--- config.mk ---
export PLATFORM = sky130hd
export DESIGN_NAME = sata_txfifo_sched_flat
export DESIGN_NICKNAME = d
export VERILOG_FILES = /design/src/rtl/sata_txfifo_sched_if.sv /design/src/rtl/sata_txfifo_sched.sv /design/src/flat_wrapper.sv
export SDC_FILE = /design/constraint.sdc
export NUM_CORES = 1
export LEC_CHECK = 0
export ABC_AREA = 1
export CAP_MARGIN = 25
export CORE_MARGIN = 4
export CORE_UTILIZATION = 35
export DETAILED_ROUTE_END_ITERATION = 12
export GPL_TIMING_DRIVEN = 0
export MAX_ROUTING_LAYER = met4
export PLACE_DENSITY = 0.73
export RECOVER_POWER = 100
export REMOVE_ABC_BUFFERS = 1
export SETUP_SLACK_MARGIN = 0.02
export SKIP_CTS_REPAIR_TIMING = 1
export SYNTH_ARGS = -nofsm -noshare
export SYNTH_HDL_FRONTEND = slang
export SYNTH_SLANG_ARGS = --single-unit
--- constraint.sdc ---
create_clock -name i_clk -period 2.6 [get_ports i_clk]
set_clock_uncertainty 0.05 [all_clocks]
set_input_delay 0.78 -clock i_clk [delete_from_list [all_inputs] [get_ports i_clk]]
set_output_delay 0.78 -clock i_clk [all_outputs]
set_load 0.005 [all_outputs]
--- src/rtl/sata_txfifo_sched_if.sv ---
// Command, FIFO-head and link-stream signals of the SATA TX scheduler.
// master = scheduler side, slave = command layer / FIFO / link side.
interface sata_txfifo_sched_if #(
    parameter int DW     = 32,
    parameter int LGFLEN = 9,
    parameter int LGLEN  = 16
);
    logic              i_start;
    logic [LGLEN-1:0]  i_len;
    logic              i_abort;
    logic              o_busy;
    logic              o_done;
    logic              o_err;
    logic              o_fifo_rd;
    logic              i_fifo_empty;
    logic [LGFLEN:0]   i_fifo_fill;
    logic [DW-1:0]     i_fifo_data;
    logic              o_valid;
    logic              i_ready;
    logic [DW-1:0]     o_data;
    logic              o_last;

    modport master (
        input  i_start, i_len, i_abort,
        output o_busy, o_done, o_err,
        output o_fifo_rd,
        input  i_fifo_empty, i_fifo_fill, i_fifo_data,
        output o_valid, o_data, o_last,
        input  i_ready
    );

    modport slave (
        output i_start, i_len, i_abort,
        input  o_busy, o_done, o_err,
        input  o_fifo_rd,
        output i_fifo_empty, i_fifo_fill, i_fifo_data,
        input  o_valid, o_data, o_last,
        output i_ready
    );
endinterface

--- src/rtl/sata_txfifo_sched.sv ---
// SATA TX scheduler: drains a FWFT FIFO into DATA-FIS sized frames,
// starting each frame only once enough data is buffered, with a fixed gap.
module sata_txfifo_sched #(
    parameter int DW      = 32,
    parameter int LGFLEN  = 9,
    parameter int LGMAXFR = 11,
    parameter int LGLEN   = 16,
    parameter int GAP     = 2
) (
    input  logic                i_clk,
    input  logic                i_reset,
    sata_txfifo_sched_if.master bus
);
    localparam int FW = LGMAXFR + 1;
    localparam int LW = (LGLEN > FW) ? LGLEN : FW;
    localparam int CW = (LGFLEN + 1 > FW) ? LGFLEN + 1 : FW;
    localparam int GW = (GAP > 2) ? $clog2(GAP) : 1;

    localparam logic [LW-1:0] MAXFR_L = LW'(1) << LGMAXFR;
    localparam logic [CW-1:0] CAP_C   = CW'(1) << LGFLEN;
    // The WAIT state itself is one idle cycle, so GAP holds GAP-1 cycles.
    localparam logic [GW-1:0] GAP_LD  = GW'((GAP > 1) ? GAP - 2 : 0);

    typedef enum logic [1:0] {
        S_IDLE,
        S_WAIT,
        S_SEND,
        S_GAP
    } state_t;

    state_t           state_q, state_d;
    logic [LGLEN-1:0] rem_q, rem_d;
    logic [FW-1:0]    frm_q, frm_d;
    logic [GW-1:0]    gap_q, gap_d;
    logic             done_q, done_d;
    logic             err_q, err_d;

    logic [CW-1:0]    frm_w;
    logic [CW-1:0]    thresh;
    logic             fill_ok;
    logic             valid_w;
    logic             beat_w;

    function automatic logic [FW-1:0] frame_of(input logic [LGLEN-1:0] n);
        logic [LW-1:0] w;
        w = LW'(n);
        frame_of = (w > MAXFR_L) ? MAXFR_L[FW-1:0] : w[FW-1:0];
    endfunction

    // Start threshold: whole frame, capped at the FIFO capacity.
    always_comb begin
        frm_w   = CW'(frm_q);
        thresh  = (frm_w > CAP_C) ? CAP_C : frm_w;
        fill_ok = (CW'(bus.i_fifo_fill) >= thresh);
    end

    // State and counter registers.
    always_ff @(posedge i_clk or posedge i_reset) begin
        if (i_reset) begin
            state_q <= S_IDLE;
            rem_q   <= '0;
            frm_q   <= '0;
            gap_q   <= '0;
            done_q  <= 1'b0;
            err_q   <= 1'b0;
        end else begin
            state_q <= state_d;
            rem_q   <= rem_d;
            frm_q   <= frm_d;
            gap_q   <= gap_d;
            done_q  <= done_d;
            err_q   <= err_d;
        end
    end

    // Next-state and counter update; abort overrides everything.
    always_comb begin
        state_d = state_q;
        rem_d   = rem_q;
        frm_d   = frm_q;
        gap_d   = gap_q;
        done_d  = 1'b0;
        err_d   = 1'b0;
        unique case (state_q)
            S_IDLE: begin
                if (bus.i_start) begin
                    if (bus.i_len == '0) begin
                        done_d = 1'b1;
                    end else begin
                        rem_d   = bus.i_len;
                        frm_d   = frame_of(bus.i_len);
                        state_d = S_WAIT;
                    end
                end
            end
            S_WAIT: begin
                if (fill_ok) begin
                    state_d = S_SEND;
                end
            end
            S_SEND: begin
                if (beat_w) begin
                    rem_d = rem_q - LGLEN'(1);
                    frm_d = frm_q - FW'(1);
                    if (frm_q == FW'(1)) begin
                        if (rem_q == LGLEN'(1)) begin
                            done_d  = 1'b1;
                            state_d = S_IDLE;
                        end else begin
                            frm_d   = frame_of(rem_q - LGLEN'(1));
                            gap_d   = GAP_LD;
                            state_d = (GAP > 1) ? S_GAP : S_WAIT;
                        end
                    end
                end
            end
            S_GAP: begin
                if (gap_q == '0) begin
                    state_d = S_WAIT;
                end else begin
                    gap_d = gap_q - GW'(1);
                end
            end
        endcase
        if (bus.i_abort && (state_q != S_IDLE)) begin
            state_d = S_IDLE;
            done_d  = 1'b0;
            err_d   = 1'b1;
        end
    end

    // Stream, FIFO-strobe and status outputs.
    always_comb begin
        valid_w       = (state_q == S_SEND) && !bus.i_fifo_empty
                        && !bus.i_abort;
        beat_w        = valid_w && bus.i_ready;
        bus.o_valid   = valid_w;
        bus.o_fifo_rd = beat_w;
        bus.o_last    = valid_w && (frm_q == FW'(1));
        bus.o_data    = bus.i_fifo_data;
        bus.o_busy    = (state_q != S_IDLE);
        bus.o_done    = done_q;
        bus.o_err     = err_q;
    end
endmodule

--- src/flat_wrapper.sv ---
// flat-port wrapper written by rule: the top's interface ports become plain ports
module sata_txfifo_sched_flat 
#(
    parameter int DW      = 32,
    parameter int LGFLEN  = 9,
    parameter int LGMAXFR = 11,
    parameter int LGLEN   = 16,
    parameter int GAP     = 2
)
  (i_clk, i_reset, bus_i_start, bus_i_len, bus_i_abort, bus_o_busy, bus_o_done, bus_o_err, bus_o_fifo_rd, bus_i_fifo_empty, bus_i_fifo_fill, bus_i_fifo_data, bus_o_valid, bus_o_data, bus_o_last, bus_i_ready);
  sata_txfifo_sched_if #(.DW(DW), .LGFLEN(LGFLEN), .LGLEN(LGLEN)) bus_i ();
  input  logic i_clk;
  input  logic i_reset;
  input wire logic [$bits(bus_i.i_start)-1:0] bus_i_start;
  input wire logic [$bits(bus_i.i_len)-1:0] bus_i_len;
  input wire logic [$bits(bus_i.i_abort)-1:0] bus_i_abort;
  output wire logic [$bits(bus_i.o_busy)-1:0] bus_o_busy;
  output wire logic [$bits(bus_i.o_done)-1:0] bus_o_done;
  output wire logic [$bits(bus_i.o_err)-1:0] bus_o_err;
  output wire logic [$bits(bus_i.o_fifo_rd)-1:0] bus_o_fifo_rd;
  input wire logic [$bits(bus_i.i_fifo_empty)-1:0] bus_i_fifo_empty;
  input wire logic [$bits(bus_i.i_fifo_fill)-1:0] bus_i_fifo_fill;
  input wire logic [$bits(bus_i.i_fifo_data)-1:0] bus_i_fifo_data;
  output wire logic [$bits(bus_i.o_valid)-1:0] bus_o_valid;
  output wire logic [$bits(bus_i.o_data)-1:0] bus_o_data;
  output wire logic [$bits(bus_i.o_last)-1:0] bus_o_last;
  input wire logic [$bits(bus_i.i_ready)-1:0] bus_i_ready;
  assign bus_i.i_start = bus_i_start;
  assign bus_i.i_len = bus_i_len;
  assign bus_i.i_abort = bus_i_abort;
  assign bus_o_busy = bus_i.o_busy;
  assign bus_o_done = bus_i.o_done;
  assign bus_o_err = bus_i.o_err;
  assign bus_o_fifo_rd = bus_i.o_fifo_rd;
  assign bus_i.i_fifo_empty = bus_i_fifo_empty;
  assign bus_i.i_fifo_fill = bus_i_fifo_fill;
  assign bus_i.i_fifo_data = bus_i_fifo_data;
  assign bus_o_valid = bus_i.o_valid;
  assign bus_o_data = bus_i.o_data;
  assign bus_o_last = bus_i.o_last;
  assign bus_i.i_ready = bus_i_ready;
  sata_txfifo_sched #(.DW(DW), .LGFLEN(LGFLEN), .LGMAXFR(LGMAXFR), .LGLEN(LGLEN), .GAP(GAP)) u_core (.i_clk(i_clk), .i_reset(i_reset), .bus(bus_i));
endmodule
==> results.md, run 1 <==
* Status: finished clean
* Hold_sp: u_core.rem_q[14]
* Initial antenna violation count at 0
* Critical path class: register to output port
* Min-Delay Path Class: register to register
* Nets at a little over 600
* Ant. Diodes at 0
* CTS H-tree lvls at 2
* Relative slew margins at 50.2%
* Synth unique cells at 44
* Data required time of the critical path at roughly 1.8 ns
* Register area share after synthesis at between 20% and 30%
* Drt drc at 0
* Buf/Inv on CP at 4
* Sink Count at 32
* DRT antenna net count at 0
* Asr flop ratio synth at 100%
* RSZ-0062 raised after global routing: yes
* Setup crit end kind: output port
* Reg2Reg Depth at 13
* Critical path's top delay family: buffers and inverters
* Cell Area, Synth at 3360 sq um
* Slew Limit Fails at 0
* Synth top area share at approximately a quarter
* Main area contributors after synthesis: dfrtp_1 24%, nand2_1 15%, inv_1 7.9%
* Reg2reg start: u_core.state_q[0]
* Seq cells post-synth at 32
* CTS tree: built
* Top cells by instance count after synthesis: 136 x nand2_1, 71 x inv_1, 36 x nor2_1
* Horiz. Die Dim at ~110 um
* IO Pins at 102
* Worst-skew pair later-pin latency at ~0.3 ns
* Hold path endpoint: u_core.rem_q[14]
* Final GP Congestion at slightly above 0.9
* # rows at 35
* Leakage at between 1.5 and 2 nW
* Vias in the first global route at about 3.1k
* Vias per std cell at around 5.2
* I/O Buffers at 37
* Clock buffer depth at 2
* Vias at between 3k and 4k
* Post-route setup slack at roughly 0.039 ns
* CP Data Arrival Time at 1.73 ns
* Crit share post-route at a little over nine tenths
* Largest net degree at the start of global routing at 36
* Endpoints failing setup at 0
* Share of layout cells above drive strength 1 at about a fifth
* Initial Util at 36.2%
* Peak supply drop at 282 uV
* GRT Total Usage at a little under a fifth
* Cell Count, Final, Fillers Out at 664
* Fin util at about 44%
* Syn avg cell area at around 6.6 sq um
* Crit start category: register
* Die area at approximately 11,000 sq um
* Dpl hpwl at ~7.7 mm
* Yosys top cell by area: dfrtp_1
* Placeable Area at roughly 9300 sq um
* First-pass GRT wire length at approximately 16 mm
* Synthesized instance count at between 500 and 600
* Top cell by count, worst path: inv_2
* Fillcell total at roughly 940
* Pwr dens at ~1000 nW/um^2
* Maximum clock rate at 391 MHz
* Inst Count DP at between 600 and 700
* Min Tclk post-route at about 2.6 ns
* Drt first-iter violations at between 200 and 300
* Setup WS pre-CTS at -1.26 ns
* Syn-to-layout area delta at 21.7%
* Top_reg_cell synth: dfrtp_1
* R2r endpoint: u_core.frm_q[8]
* Critical-path top delay cell: clkdlybuf4s50_1
* DR WL/cell at ~16 um
* Fin. Hold Viols at 0
* Slew @ Worst Pin at 0.746 ns
* Die Ht at about 110 um
* Crit path largest cell delay at ~0.52 ns
* GRT overflow at 0
* R2R Setup Slk at between 0.1 and 0.15 ns
* DRT Pass-1 Iters at 6
* WHS Path Cells at 2
* CP Cell Sequence: inv_2 > clkbuf_4 > ha_2 > inv_2 > clkdlybuf4s50_1
* Num CTS Buffers at 5
* Post-synth EDFFs at 0
* Clock slew at reported path FFs at approximately 0.08 ns
* Syn. warnings at 0
* Setup TNS at 0 ns
* Routed wire length at around 11 mm
* MaxCap Viol Count at 0
* Worst-path fanout max at 3
* Most frequent cell after synthesis: nand2_1
* Root buffer cell: clkbuf_8
[cell families (layout without fill, tap and decap cells)]
logic type / after synthesis / after routing / share of synthesized area, %
buf+inv: 121 / 145 / 17.3
fa+ha+maj: 19 / 19 / 7.07
xor+xnor: 7 / 7 / 1.82
simple gates: 244 / 245 / 33.8
flops: 32 / 32 / 23.8
compound gates: 87 / 87 / 16.2
[worst min-delay path, stage by stage (launching register included)]
cell and delay, ns:
dfrtp_1 0.37, nand2_1 0.06, o21ai_0 0.07
[worst max-delay path by stage]
| stage | startpoint | endpoint | slack [ns] | cells past startpoint |
|---|---|---|---|---|
| floorplan | u_core.state_q[0] | u_core.rem_q[15] | -0.59 | 12 |
| global placement | u_core.state_q[0] | u_core.frm_q[5] | -1.83 | 11 |
| detailed placement | u_core.state_q[0] | u_core.frm_q[3] | -1.26 | 12 |
| CTS | u_core.state_q[0] | u_core.frm_q[5] | -1.29 | 12 |
| global route | u_core.frm_q[4] | bus_o_last | -0.05 | 6 |
| finish | u_core.state_q[0] | bus_o_busy | 0.04 | 5 |
[cell usage in the layout (no fill, tap or decap), types with 3 or more instances in the layout]
cell             Yosys  layout
nand2_1            136     130
inv_1               71      65
nor2_1              36      32
dfrtp_1             32      30
nand3_1             29      27
o21ai_0             27      26
clkdlybuf4s50_1      0      26
buf_4               32      17
ha_1                19      15
a21oi_1             13      13
a31oi_1             13      11
inv_2                5       9
nor2_2               7       9
nand2_2              3       9
o21ai_2              8       9
a21oi_2              8       8
nor2_4               4       7
xor2_1               7       7
dlymetal6s2s_1       0       7
nand4_1              6       6
clkbuf_8             0       6
o21ai_1              5       4
nor3_1               4       4
nand3_2              2       4
nor4_1               3       3
nand2_4              3       3
a21boi_1             3       3
ha_4                 0       3
dlygate4sd3_1        0       3
[per-stage QoR]
stage / hold WS, ns / power (mW) / area, sq um
after floorplan: 0.417 / 2.66 / 3070
after global placement: 0.436 / 3.18 / 3600
after detailed placement: 0.443 / 3.27 / 3650
after CTS: 0.462 / 3.70 / 3740
after global routing: 0.521 / 4.59 / 4090
final: 0.486 / 4.23 / 4090
[cell type report]
cell class / count / area [sq um] / area share (%)
Clock buffer: 6 / 82.6 / 2.02
Clock inverter: 2 / 10.0 / 0.244
Inverter: 77 / 314 / 7.67
Multi-Input combinational cell: 358 / 2110 / 51.7
Sequential cell: 32 / 803 / 19.6
Tap cell: 129 / 161 / 3.94
Timing Repair Buffer: 58 / 591 / 14.4
Timing Repair inverter: 2 / 17.5 / 0.428
[power by group]
group          internal [mW]  total (mW)  leakage (nW)  switching [mW]
clock                  0.212       0.431        0.0510           0.219
sequential             0.746        1.00         0.388           0.254
combinational           1.03        2.80          1.53            1.77
total                   1.99        4.23          1.97            2.24
[registers in the layout (all words and copies together), names as in the netlist]
register           count
u_core.bus.o_done      1
u_core.bus.o_err       1
u_core.frm_q          12
u_core.rem_q          16
u_core.state_q         2
[routing by layer]
metal,track usage [%],vias up,share of wire (%)
met2,26.8,185,46
met5,-,-,0
met3,7.10,27,9.8
met4,4.72,0,2.8
li1,-,1663,-
met1,23.3,1553,41
(Power assumes the default switching activity.)
==> run 2, diff against run 1 <==
--- a/config.mk
+++ b/config.mk
@@ -15,8 +15,9 @@
 export PLACE_DENSITY = 0.73
 export RECOVER_POWER = 100
 export REMOVE_ABC_BUFFERS = 1
-export SETUP_SLACK_MARGIN = 0.02
+export SETUP_SLACK_MARGIN = 0.5
 export SKIP_CTS_REPAIR_TIMING = 1
+export SLEW_MARGIN = 20
 export SYNTH_ARGS = -nofsm -noshare
 export SYNTH_HDL_FRONTEND = slang
 export SYNTH_SLANG_ARGS = --single-unit
==> results.md, run 2 (same netlist as run 1, synthesis figures left out) <==
* Maximum clock rate at 392 MHz (was 391 MHz)
* Endpoints failing setup at 0 (unchanged)
* Relative slew margins at 11.7% (was 50.2%)
* Total power at 4.87 mW (was 4.23 mW)
* Num CTS Buffers at 5 (unchanged)
* Setup crit end kind: register (was output port)
* Max reg flops at 16 (unchanged)
* Min-Delay Path Class: register to register (unchanged)
* CTS tree: built (unchanged)
* Nets at 645 (was 617)
* Clock buffer depth at 2 (unchanged)
* Horiz. Die Dim at 106 um (unchanged)
* Most frequent cells in the layout: 124 x nand2_1, 61 x inv_1, 40 x buf_4 (was 130 x nand2_1, 65 x inv_1, 32 x nor2_1)
* GRT Total Usage at 17.7% (was 18.1%)
* # rows at 35 (unchanged)
* Die area at 11,200 sq um (unchanged)
* GRT overflow at 0 (unchanged)
* Drt drc at 0 (unchanged)
* Fin. Hold Viols at 0 (unchanged)
* Internal power at 2.35 mW (was 1.99 mW)
* IO Pins at 102 (unchanged)
* Sequential power share at 20.9% (was 23.6%)
* Worst-path fanout max at 12 (was 3)
* Clock slew at reported path FFs at 0.08 ns (about the same)
* Commonest non-fill, non-tap cell in the layout: nand2_1 (unchanged)
* Drt first-iter violations at 365 (was 296)
* Setup TNS at 0 ns (unchanged)
* Clk pwr share at 8.8% (was 10.2%)
* Vias per std cell at 5.40 (was 5.16)
* Data required time of the critical path at 2.75 ns (was 1.77 ns)
* Final GP Congestion at 0.910 (unchanged)
* Critical path class: register to register (was register to output port)
* Area taken by flip-flops and latches at 805 sq um (was 803 sq um)
* DRT Pass-1 Iters at 6 (unchanged)
* Fin util at 48.9% (was 44.1%)
* Dpl hpwl at 7.51 mm (was 7.70 mm)
* CP Data Arrival Time at 2.70 ns (was 1.73 ns)
* MaxCap Viol Count at 0 (unchanged)
* Root buffer cell: clkbuf_8 (unchanged)
* Register name with the most flops: u_core.rem_q (unchanged)
* Crit share post-route at 98.2% (was 98.5%)
* Min Tclk post-route at 2.55 ns (was 2.56 ns)
* Worst-skew pair later-pin latency at 0.29 ns (was 0.30 ns)
* Footprint of the multi-input gates at 2290 sq um (was 2110 sq um)
* I/O Buffers at 37 (unchanged)
* Routed wire length at 12.0 mm (was 10.8 mm)
* Placeable Area at 9280 sq um (unchanged)
* Crit start category: register (unchanged)
* RSZ-0062 raised after global routing: yes (unchanged)
* Cell Count, Final, Fillers Out at 692 (was 664)
* Ant. Diodes at 0 (unchanged)
* Inst Count DP at 633 (was 634)
* Syn-to-layout area delta at 35.1% (was 21.7%)
* Leakage at 2.18 nW (was 1.97 nW)
* Share of layout cells above drive strength 1 at 30.0% (was 20.0%)
* First-pass GRT wire length at 15.6 mm (was 15.9 mm)
* Vias in the first global route at 3,102 (was 3,137)
* Vias at 3,738 (was 3,428)
* Die Ht at 106 um (unchanged)
* Peak supply drop at 365 uV (was 282 uV)
* Sw Ratio at 51.9% (was 53.0%)
* Slew Limit Fails at 0 (unchanged)
* Regs by FF count: u_core.rem_q: 16 flops, u_core.frm_q: 12 flops, u_core.state_q: 2 flops (unchanged)
* Initial Util at 36.2% (unchanged)
* Worst Hold Margin at 0.482 ns (was 0.486 ns)
* Combinational share of power at 70.4% (was 66.2%)
* Net Sw Power at 2.53 mW (was 2.24 mW)
* DR WL/cell at 17.4 um (was 16.2 um)
* Sink Count at 32 (unchanged)
* DRT antenna net count at 0 (unchanged)
* CTS H-tree lvls at 2 (unchanged)
* Slew @ Worst Pin at 1.32 ns (was 0.746 ns)
* Fillcell total at 854 (was 943)
* Status: finished clean (unchanged)
* Pwr dens at 1070 nW/um^2 (was 1030 nW/um^2)
* Largest net degree at the start of global routing at 36 (unchanged)
* Initial antenna violation count at 0 (unchanged)
==> run 2: cell count changes in the layout (fill, tap and decap cells not counted), moves of 4 or more <==
cell and change:
a31oi_1 -4, a31oi_2 +4, o21ai_0 -6, inv_1 -4, clkdlybuf4s50_1 -14, nor2_4 +5
clkbuf_2 +5, nand2_1 -6, o21ai_1 +4, buf_4 +23, dlymetal6s2s_1 +6
==> run 2: final timing paths <==
path	from	end	slack [ns]	depth (start not counted)
max	u_core.state_q[0]	u_core.rem_q[2]	0.05	14
min	u_core.rem_q[14]	u_core.rem_q[14]	0.48	2
max reg2reg	u_core.state_q[0]	u_core.rem_q[2]	0.05	14
min reg2reg	u_core.rem_q[14]	u_core.rem_q[14]	0.48	2
max in group asynchronous	i_reset	u_core.frm_q[11]	0.38	2
min in group asynchronous	i_reset	u_core.rem_q[5]	1.25	2
==> run 2: layer usage <==
layer,part of all wire [%],GRT usage (%),vias up
met5,0,-,-
met1,39,22.2,1736
li1,-,-,1724
met2,46,26.9,225
met3,11,6.98,53
met4,4.3,3.98,0
==> run 2: final cells by class <==
| type | instances | share of cell area (%) |
|---|---|---|
| clock buffer | 8 | 1.98 |
| inverter | 77 | 7.33 |
| multi-input combinational | 358 | 50.5 |
| sequential | 32 | 17.7 |
| tap | 129 | 3.55 |
| timing repair buffer | 84 | 17.6 |
| timing repair inverter | 4 | 1.35 |
==> run 2: through the flow <==
| stage | setup slack (ns) | cell area, sq um |
|---|---|---|
| 2_1_floorplan | -0.587 | 3070 |
| 3_3_place_gp | -1.83 | 3600 |
| 3_5_place_dp | -1.22 | 3620 |
| 4_1_cts | -1.23 | 3710 |
| 5_1_grt | -0.0597 | 4540 |
| 6_report | 0.0476 | 4540 |
==> run 2: power groups by stage <==
stage,Clock (mW),Combinational [mW],Sequential (mW)
after global routing,0.449,3.73,1.05
after global placement,0,2.20,0.976
after floorplan,0,1.74,0.926
after detailed placement,0,2.27,0.986
after CTS,0.424,2.28,0.978
final,0.428,3.43,1.02
==> run 2: critical path, stage by stage, from the launching register on <==
cell	delay [ns]
dfrtp_1	0.41
inv_1	0.12
ha_4	0.17
buf_12	0.14
clkinv_16	0.06
nor3_2	0.16
nand2_1	0.13
buf_6	0.14
nand2_4	0.05
o21ai_4	0.06
buf_4	0.16
nor2_4	0.10
clkbuf_1	0.45
nand2_1	0.11
o21ai_0	0.12
